**src/rtl/comp_pkg.sv**
```systemverilog
// Shared constants for the serial magnitude comparator: FSM state codes and flag reset values.
// No logic here; the flag reset values also seed the combinational cascade comparator inputs.
package comp_pkg;

    localparam logic [1:0] IDLE  = 2'd0;
    localparam logic [1:0] SHIFT = 2'd1;
    localparam logic [1:0] DONE  = 2'd2;

    localparam logic LGN_RST = 1'b0;
    localparam logic EQ_RST  = 1'b1;

endpackage

```
**src/rtl/comp_serial_core.sv**
```systemverilog
// Bit-serial compare core: resolves gt/eq from MSB-first bit pairs; flags freeze on first difference.
// Latency: lgn/e already include the bit presented this cycle; the flags register it on the edge.
// Backpressure: none; bits are consumed whenever bit_valid is high.
module comp_serial_core
    import comp_pkg::*;
(
    input  logic clk,
    input  logic reset,
    input  logic clear,
    input  logic bit_valid,
    input  logic a,
    input  logic b,
    output logic lgn,
    output logic e
);

    logic gt_q;
    logic eq_q;
    logic diff;

    // Outputs are the flags with the current bit folded in, so the controller can
    // capture the final result on the same edge that consumes the last bit.
    assign diff = bit_valid && eq_q && (a != b);
    assign lgn  = diff ? (a & ~b) : gt_q;
    assign e    = diff ? 1'b0     : eq_q;

    always_ff @(posedge clk) begin
        if (reset || clear) begin
            gt_q <= LGN_RST;
            eq_q <= EQ_RST;
        end else begin
            gt_q <= lgn;
            eq_q <= e;
        end
    end

endmodule

```
**src/rtl/comp_seq_ctrl.sv**
```systemverilog
// Sequencer feeding two parallel operands MSB-first into the serial compare core.
// Latency: BIT_LEN cycles from start to done (or up to the first differing bit with EARLY_EXIT=1).
// Backpressure: start is only accepted in IDLE/DONE; a start during SHIFT is dropped, not queued.
module comp_seq_ctrl
    import comp_pkg::*;
#(
    parameter int BIT_LEN    = 4,
    parameter int EARLY_EXIT = 0
) (
    input  logic               clk,
    input  logic               reset,
    input  logic               start,
    input  logic [BIT_LEN-1:0] a_in,
    input  logic [BIT_LEN-1:0] b_in,
    output logic               busy,
    output logic               done,
    output logic               lgn_out,
    output logic               e_out
);

    localparam int CW = (BIT_LEN > 1) ? $clog2(BIT_LEN) : 1;

    logic [1:0]         state;
    logic [CW-1:0]      cnt;
    logic [BIT_LEN-1:0] a_sh;
    logic [BIT_LEN-1:0] b_sh;
    logic               accept;
    logic               bit_valid;
    logic               finish;
    logic               core_lgn;
    logic               core_e;

    assign accept    = start && ((state == IDLE) || (state == DONE));
    assign bit_valid = (state == SHIFT);
    // core_e drops only on the first differing bit, which is exactly the early-exit point.
    assign finish    = bit_valid && ((cnt == '0) || ((EARLY_EXIT != 0) && !core_e));
    assign busy      = (state == SHIFT);
    assign done      = (state == DONE);

    comp_serial_core u_core (
        .clk       (clk),
        .reset     (reset),
        .clear     (accept),
        .bit_valid (bit_valid),
        .a         (a_sh[BIT_LEN-1]),
        .b         (b_sh[BIT_LEN-1]),
        .lgn       (core_lgn),
        .e         (core_e)
    );

    always_ff @(posedge clk) begin
        if (reset) begin
            state   <= IDLE;
            cnt     <= '0;
            a_sh    <= '0;
            b_sh    <= '0;
            lgn_out <= LGN_RST;
            e_out   <= EQ_RST;
        end else begin
            case (state)
                IDLE, DONE: begin
                    if (accept) begin
                        state <= SHIFT;
                        a_sh  <= a_in;
                        b_sh  <= b_in;
                        cnt   <= CW'(BIT_LEN - 1);
                    end else begin
                        state <= IDLE;
                    end
                end
                SHIFT: begin
                    a_sh <= a_sh << 1;
                    b_sh <= b_sh << 1;
                    if (cnt != '0) begin
                        cnt <= cnt - CW'(1);
                    end
                    if (finish) begin
                        state   <= DONE;
                        lgn_out <= core_lgn;
                        e_out   <= core_e;
                    end
                end
                default: state <= IDLE;
            endcase
        end
    end

endmodule
```
**config.mk**
```make
export PLATFORM = sky130hd
export DESIGN_NAME = comp_seq_ctrl
export DESIGN_NICKNAME = d
export VERILOG_FILES = /design/src/rtl/comp_pkg.sv /design/src/rtl/comp_serial_core.sv /design/src/rtl/comp_seq_ctrl.sv
export SDC_FILE = /design/constraint.sdc
export NUM_CORES = 1
export LEC_CHECK = 0
export ABC_CLOCK_PERIOD_IN_PS = 2000
export CAP_MARGIN = 20
export CORE_MARGIN = 2
export CORE_UTILIZATION = 36
export CTS_CLUSTER_DIAMETER = 120
export DETAILED_ROUTE_END_ITERATION = 6
export PLACE_DENSITY = 0.67
export SYNTH_ARGS = -nofsm -noshare
export SYNTH_HDL_FRONTEND = slang
export SYNTH_SLANG_ARGS = --single-unit
```
**constraint.sdc**
```tcl
create_clock -name clk -period 2 [get_ports clk]
set_clock_uncertainty 0.15 [all_clocks]
set_input_delay 0.2 -clock clk [delete_from_list [all_inputs] [get_ports clk]]
set_output_delay 0.2 -clock clk [all_outputs]
set_load 0.01 [all_outputs]
```
==> impl_metrics.py, run 1 <==
metrics = {
    "drt": {
        "drt_pass1_iterations": 4,
        "antenna_violating_nets_remaining": 0,
        "detail_route.iter0.violations": 6,
        "number_of_remaining_drc_errors": 0,
        "met3_length_um": 79,
        "met2_wirelength_um": 638,
        "routed-via-count": 605,
        "route.final.wire_length_um": 1360,
        "routedWlPerCell_um": 11.0,
        "vias_per_cell": 4.88,
        "met1_length_um": 646,
        "dr.max_layer_used": "met3",
    },
    "cts": {
        "numCtsBuffers": 3,
        "clock_path_buffers": 2,
        "post_cts_setup_buffers": 0,
        "clock_sink_count": 16,
        "clk_pin_slew_worst_paths_ps": 90,
        "cts.hold.buffers_added": 0,
        "clkLatencyLatePin_ps": 280,
        "cts_max_level": 1,
        "clock_tree_root_driver_cell": "clkbuf_4",
        "post_cts.resized_instances": 0,
        "clock_tree_from_tritoncts": "done",
    },
    "worst_setup_path": {
        "path_max_fanout": 7,
        "cp_data_required_time_ps": 1650,
        "timing_worst_setup_path_type": "flop to primary output",
        "timing.critical_path.arrival_ps": 1440,
        "timing.critical_path.to_type": "primary output",
        "crit_path_start_kind": "flop",
    },
    "flow_run": {
        "drv.max_cap_violation_count": 0,
    },
    "timing": {
        "worstMarginPinSlew_ps": 469,
        "timing.final.crit_share_pct": 89.3,
        "setup_total_negative_slack_ps": 0,
        "timing.final.hold_violations": 0,
        "setup-violations-final": 0,
        "normalized_max_slew_margin_pct": 68.6,
        "setup_repair_after_global_routing_missed_its_margin": "false",
        "timing.fmax_mhz": 560,
        "final_period_minus_worst_setup_slack_ps": 1790,
        "drv_slew": 0,
    },
    "grt": {
        "antenna_found_initial": 0,
        "grt_pass1_wl_um": 2340,
        "track_usage_pct": 12.3,
        "gr-total-overflow": 0,
        "first_global_vias": 536,
        "maximum_number_of_pins_on_one_net_before_global_route_repair": 17,
    },
    "logic_synthesis": {
        "ys_seq_area_share_pct": 41.2,
        "ys_types": 27,
        "netlist_instances": 84,
        "syn-cell-area_um2": 778,
        "postSynthRegisterBits": 16,
        "syn_avg_cell_area_um2": 9.26,
        "mappedNetlistNets": 97,
        "synthesis.yosys.warnings": 0,
    },
    "floorplan": {
        "floorplan.die.width_um": 50.5,
        "die-area_um2": 2550,
        "core-area_um2": 2000,
        "start_util_pct": 38.9,
        "core.rowCount": 16,
        "fp.dieH_um": 50.5,
        "io_pins": 15,
    },
    "power_and_ir_drop": {
        "ir_worst_vdd_mv": 0.448,
        "power.density_cell_area_nw_per_um2": 736,
        "power.static_leakage_nw": 0.357,
    },
    "place": {
        "place.gp.congestion": 0.667,
        "portBuffers": 14,
        "place_hpwl_um": 947,
    },
    "cells_and_area": {
        "fin_nets": 112,
        "layout.cells.most_common_list": "16 x nand2_1, 16 x dfxtp_1, 14 x clkdlybuf4s50_1",
        "diodes": 0,
        "sequential_cell_area_um2": 320,
        "post-route-util_pct": 46.8,
        "multi_input_area_um2": 389,
        "number_of_inserted_filler_cells_in_the_final_layout": 195,
        "syn2layout_area_growth_pct": 20.4,
        "post_route_cells_drive_above_1_share_pct": 16.5,
    },
    "run_status": {
        "outcome": "completed",
    },
    "hold_path": {
        "hp-class": "input pin to flop",
    },
}
==> registers in the layout, summed over array words and instances, names as in the netlist <==
signal       flops
b_sh             4
u_core.eq_q      1
lgn_out          1
u_core.gt_q      1
cnt              2
e_out            1
state            2
a_sh             4
==> where the power goes <==
| group | internal [mW] | leakage, nW | switching (mW) |
|---|---|---|---|
| Clock | 0.0699 | 0.0138 | 0.0994 |
| Combinational | 0.0793 | 0.211 | 0.0795 |
| Sequential | 0.346 | 0.132 | 0.0161 |
| Total | 0.495 | 0.357 | 0.195 |
==> cells in the mapped netlist <==
master	n	area, um2
dfxtp_1	16	320
nand2_1	16	60.1
nor2_1	10	37.5
a311oi_2	7	105
a21oi_1	4	20.0
inv_1	3	11.3
buf_2	2	10.0
ha_1	2	25.0
mux2i_1	2	20.0
nand2b_1	2	12.5
nand3_1	2	10.0
nor2b_1	2	12.5
nor3_1	2	10.0
a211o_1	1	8.76
a211oi_1	1	7.51
a21o_1	1	7.51
and4bb_1	1	12.5
buf_12	1	20.0
buf_4	1	7.51
buf_6	1	11.3
clkbuf_1	1	3.75
clkinv_2	1	5.00
nand3b_1	1	7.51
nor2_2	1	6.26
nor2b_2	1	8.76
nor3b_2	1	12.5
o21ai_1	1	5.00
==> stage by stage <==
stage	hold slack, ps	std cells	power [mW]	area (um2)	setup slack, ps
after floorplan	186	84	0.489	778	560
after global placement	296	121	0.525	915	295
after global routing	316	124	0.739	937	102
final	308	124	0.690	937	214
after CTS	301	124	0.700	937	188
after detailed placement	315	121	0.529	915	244
==> cell type report <==
cell class,instances,area share [%]
flip-flops and latches,16,34.2
repair buffers,16,16.6
inverters,4,1.74
well taps,27,3.60
clock buffers,3,2.40
multi-input cells,58,41.5
==> path summary, 6_finish.rpt <==
check                             start  slack [ps]                     end  cells after the start
setup / recovery  state[0]$_SDFFE_PP0P_         210                    busy                      3
hold reg to reg     cnt[0]$_SDFFE_PP0P_         330     cnt[0]$_SDFFE_PP0P_                      2
setup reg to reg   b_sh[3]$_SDFFE_PP0P_         450  u_core.gt_q$_SDFF_PP0_                      5
hold / removal                  b_in[0]         310    b_sh[0]$_SDFFE_PP0P_                      3
==> kinds of logic (layout without fill, tap and decap cells) <==
logic type / count (synthesis) / count (layout) / share of synthesized area [%]
multiplexers: 2 / 2 / 2.57
AND/OR/NAND/NOR: 39 / 39 / 24.4
flip-flops: 16 / 16 / 41.2
buffers and inverters: 10 / 23 / 8.84
adder cells (fa/ha/maj): 2 / 2 / 3.21
AO/OA/AOI/OAI: 15 / 15 / 19.8
==> routing by layer <==
layer	track usage (%)	vias up
met5	0	-
met4	2.70	0
met3	6.25	0
met2	19.1	13
met1	15.3	280
li1	-	312
==> critical path, stage by stage (launching register included) <==
cell	delay [ps]
dfxtp_1	440
nand2b_1	120
clkinv_2	70
clkdlybuf4s50_1	530
No activity file was read; power rests on OpenSTA's default activity.
==> run 2: changes to the inputs <==
--- a/config.mk
+++ b/config.mk
@@ -12,6 +12,7 @@
 export CTS_CLUSTER_DIAMETER = 120
 export DETAILED_ROUTE_END_ITERATION = 6
 export PLACE_DENSITY = 0.67
+export SKIP_LAST_GASP = 1
 export SYNTH_ARGS = -nofsm -noshare
 export SYNTH_HDL_FRONTEND = slang
 export SYNTH_SLANG_ARGS = --single-unit
==> results of run 2 <==
No change in the layout: final DEF, timing and power equal those of run 1.
==> run 3: changes to the inputs <==
--- a/config.mk
+++ b/config.mk
@@ -5,9 +5,9 @@
 export SDC_FILE = /design/constraint.sdc
 export NUM_CORES = 1
 export LEC_CHECK = 0
-export ABC_CLOCK_PERIOD_IN_PS = 2000
+export ABC_CLOCK_PERIOD_IN_PS = 1900
 export CAP_MARGIN = 20
-export CORE_MARGIN = 2
+export CORE_MARGIN = 5
 export CORE_UTILIZATION = 36
 export CTS_CLUSTER_DIAMETER = 120
 export DETAILED_ROUTE_END_ITERATION = 6
==> constraint.sdc (replaced) <==
create_clock -name clk -period 1.9 [get_ports clk]
set_clock_uncertainty 0.15 [all_clocks]
set_input_delay 0.19 -clock clk [delete_from_list [all_inputs] [get_ports clk]]
set_output_delay 0.19 -clock clk [all_outputs]
set_load 0.01 [all_outputs]
==> run 3 against run 2 <==
Clock power up 3%; die area increased by 25%; power up 5.1%; register-to-register slack worse by 120 ps; sequential cell count unchanged; critical path type unchanged; via count is 2.3% higher; sequential power increased by 5%; wire length rose by 4.5%.
==> impl_metrics.py, run 3 (synthesized netlist as in run 1, its figures left out) <==
metrics = {
    "worst_setup_path": {
        "critical_path.cell_chain": "nand2b_1, clkinv_2, clkdlybuf4s50_1",
        "critical-path-max-stage-delay_ps": 530,
        "timing.critical_path.to_type": "primary output",
        "path_max_fanout": 7,
        "worst-r2r-setup-slack_ps": 330,
        "crit_path_start_kind": "flop",
        "timing.critical_path.arrival_ps": 1440,
        "critical_path_buf_inv_count": 2,
        "crit_path_top_delay_cell": "clkdlybuf4s50_1",
        "timing.critical_path.max_delay_family": "buffers and inverters",
        "cp_data_required_time_ps": 1560,
        "timing_worst_setup_path_type": "flop to primary output",
    },
    "timing": {
        "timing.final.crit_share_pct": 93.5,
        "setup-violations-final": 0,
        "timing.final.hold_violations": 0,
        "worstMarginPinSlew_ps": 297,
        "normalized_max_slew_margin_pct": 80.2,
        "setup_slack_ps": 124,
        "final_period_minus_worst_setup_slack_ps": 1780,
        "setup_repair_after_global_routing_missed_its_margin": "false",
        "timing.fmax_mhz": 563,
        "drv_slew": 0,
        "setup_total_negative_slack_ps": 0,
    },
    "drt": {
        "drt_pass1_iterations": 4,
        "routedWlPerCell_um": 11.4,
        "number_of_remaining_drc_errors": 0,
        "routed-via-count": 619,
        "antenna_violating_nets_remaining": 0,
        "vias_per_cell": 4.95,
        "route.final.wire_length_um": 1430,
        "detail_route.iter0.violations": 8,
    },
    "cts": {
        "clock_tree_from_tritoncts": "done",
        "post_cts.resized_instances": 0,
        "cts_max_level": 1,
        "cts.hold.buffers_added": 0,
        "clkLatencyLatePin_ps": 280,
        "clock_sink_count": 16,
        "clk_pin_slew_worst_paths_ps": 80,
        "clock_path_buffers": 2,
        "clock_tree_root_driver_cell": "clkbuf_4",
        "numCtsBuffers": 3,
        "post_cts_setup_buffers": 0,
    },
    "flow_run": {
        "drv.max_cap_violation_count": 0,
    },
    "cells_and_area": {
        "fin_nets": 113,
        "syn2layout_area_growth_pct": 21.4,
        "post_route_cells_drive_above_1_share_pct": 17.3,
        "diodes": 0,
        "layout.cells.most_common_list": "16 x nand2_1, 16 x dfxtp_1, 14 x clkdlybuf4s50_1",
        "biggest_registers_after_layout": "a_sh x4, b_sh x4",
    },
    "floorplan": {
        "start_util_pct": 38.9,
        "floorplan.die.width_um": 56.5,
        "core-area_um2": 2000,
        "core.rowCount": 16,
        "io_pins": 15,
        "die-area_um2": 3190,
        "fp.dieH_um": 56.5,
    },
    "place": {
        "place_hpwl_um": 1050,
        "place.gp.congestion": 0.726,
        "place_ws_ps": 339,
        "portBuffers": 14,
    },
    "grt": {
        "gr-total-overflow": 0,
        "track_usage_pct": 9.57,
        "first_global_vias": 565,
        "grt_pass1_wl_um": 2390,
        "maximum_number_of_pins_on_one_net_before_global_route_repair": 17,
        "antenna_found_initial": 0,
    },
    "power_and_ir_drop": {
        "power.density_cell_area_nw_per_um2": 768,
        "power.static_leakage_nw": 0.362,
        "ir_worst_vdd_mv": 0.428,
    },
    "hold_path": {
        "hp-class": "input pin to flop",
    },
    "run_status": {
        "outcome": "completed",
    },
}
[run 3: changes by cell type in the layout (fill, tap and decap cells not counted), sizes merged]
cell,change
buf,+1
[run 3: final cells by class]
| type | instances | area [um2] |
|---|---|---|
| Timing Repair Buffer | 17 | 163 |
| Tap cell | 27 | 33.8 |
| Sequential cell | 16 | 320 |
| Clock buffer | 3 | 22.5 |
| Fill cell | 210 | 1060 |
| Multi-Input combinational cell | 58 | 389 |
| Inverter | 4 | 16.3 |
[run 3: where the power goes]
| part | switching (mW) | internal, mW | leakage (nW) |
|---|---|---|---|
| Sequential | 0.0170 | 0.364 | 0.132 |
| Clock | 0.100 | 0.0734 | 0.0138 |
| Combinational | 0.0845 | 0.0860 | 0.216 |
[run 3: final timing paths]
kind | endpoint | from | cells past startpoint
hold / removal | b_sh[0]$_SDFFE_PP0P_ | b_in[0] | 3
setup / recovery | busy | state[0]$_SDFFE_PP0P_ | 3
hold reg to reg | e_out$_SDFFE_PP1P_ | e_out$_SDFFE_PP1P_ | 1
setup reg to reg | u_core.gt_q$_SDFF_PP0_ | b_sh[3]$_SDFFE_PP0P_ | 5
[run 3: stage by stage]
step	total power [mW]	instance area, um2	util (%)	cells	hold WS, ps
after floorplan	0.515	778	-	84	176
after global placement	0.555	922	46.1	122	297
after detailed placement	0.560	922	46.1	122	298
after CTS	0.734	945	47.2	125	293
after global routing	0.778	945	47.2	125	299
final	0.725	945	47.2	125	304
[run 3: per-layer routing]
metal | share of wire [%] | GRT usage [%] | vias to the layer above | wire [um]
met4 | 1.1 | 4.07 | 0 | 15
met3 | 5.1 | 4.36 | 2 | 72
met2 | 45 | 14.4 | 10 | 636
met5 | 0 | 0 | - | 0
met1 | 49 | 11.7 | 289 | 700
li1 | - | - | 318 | -
[run 3: tightest hold or removal path: stages]
cell and delay, ps:
clkdlybuf4s50_1 390, nand2_1 50, a21oi_1 50
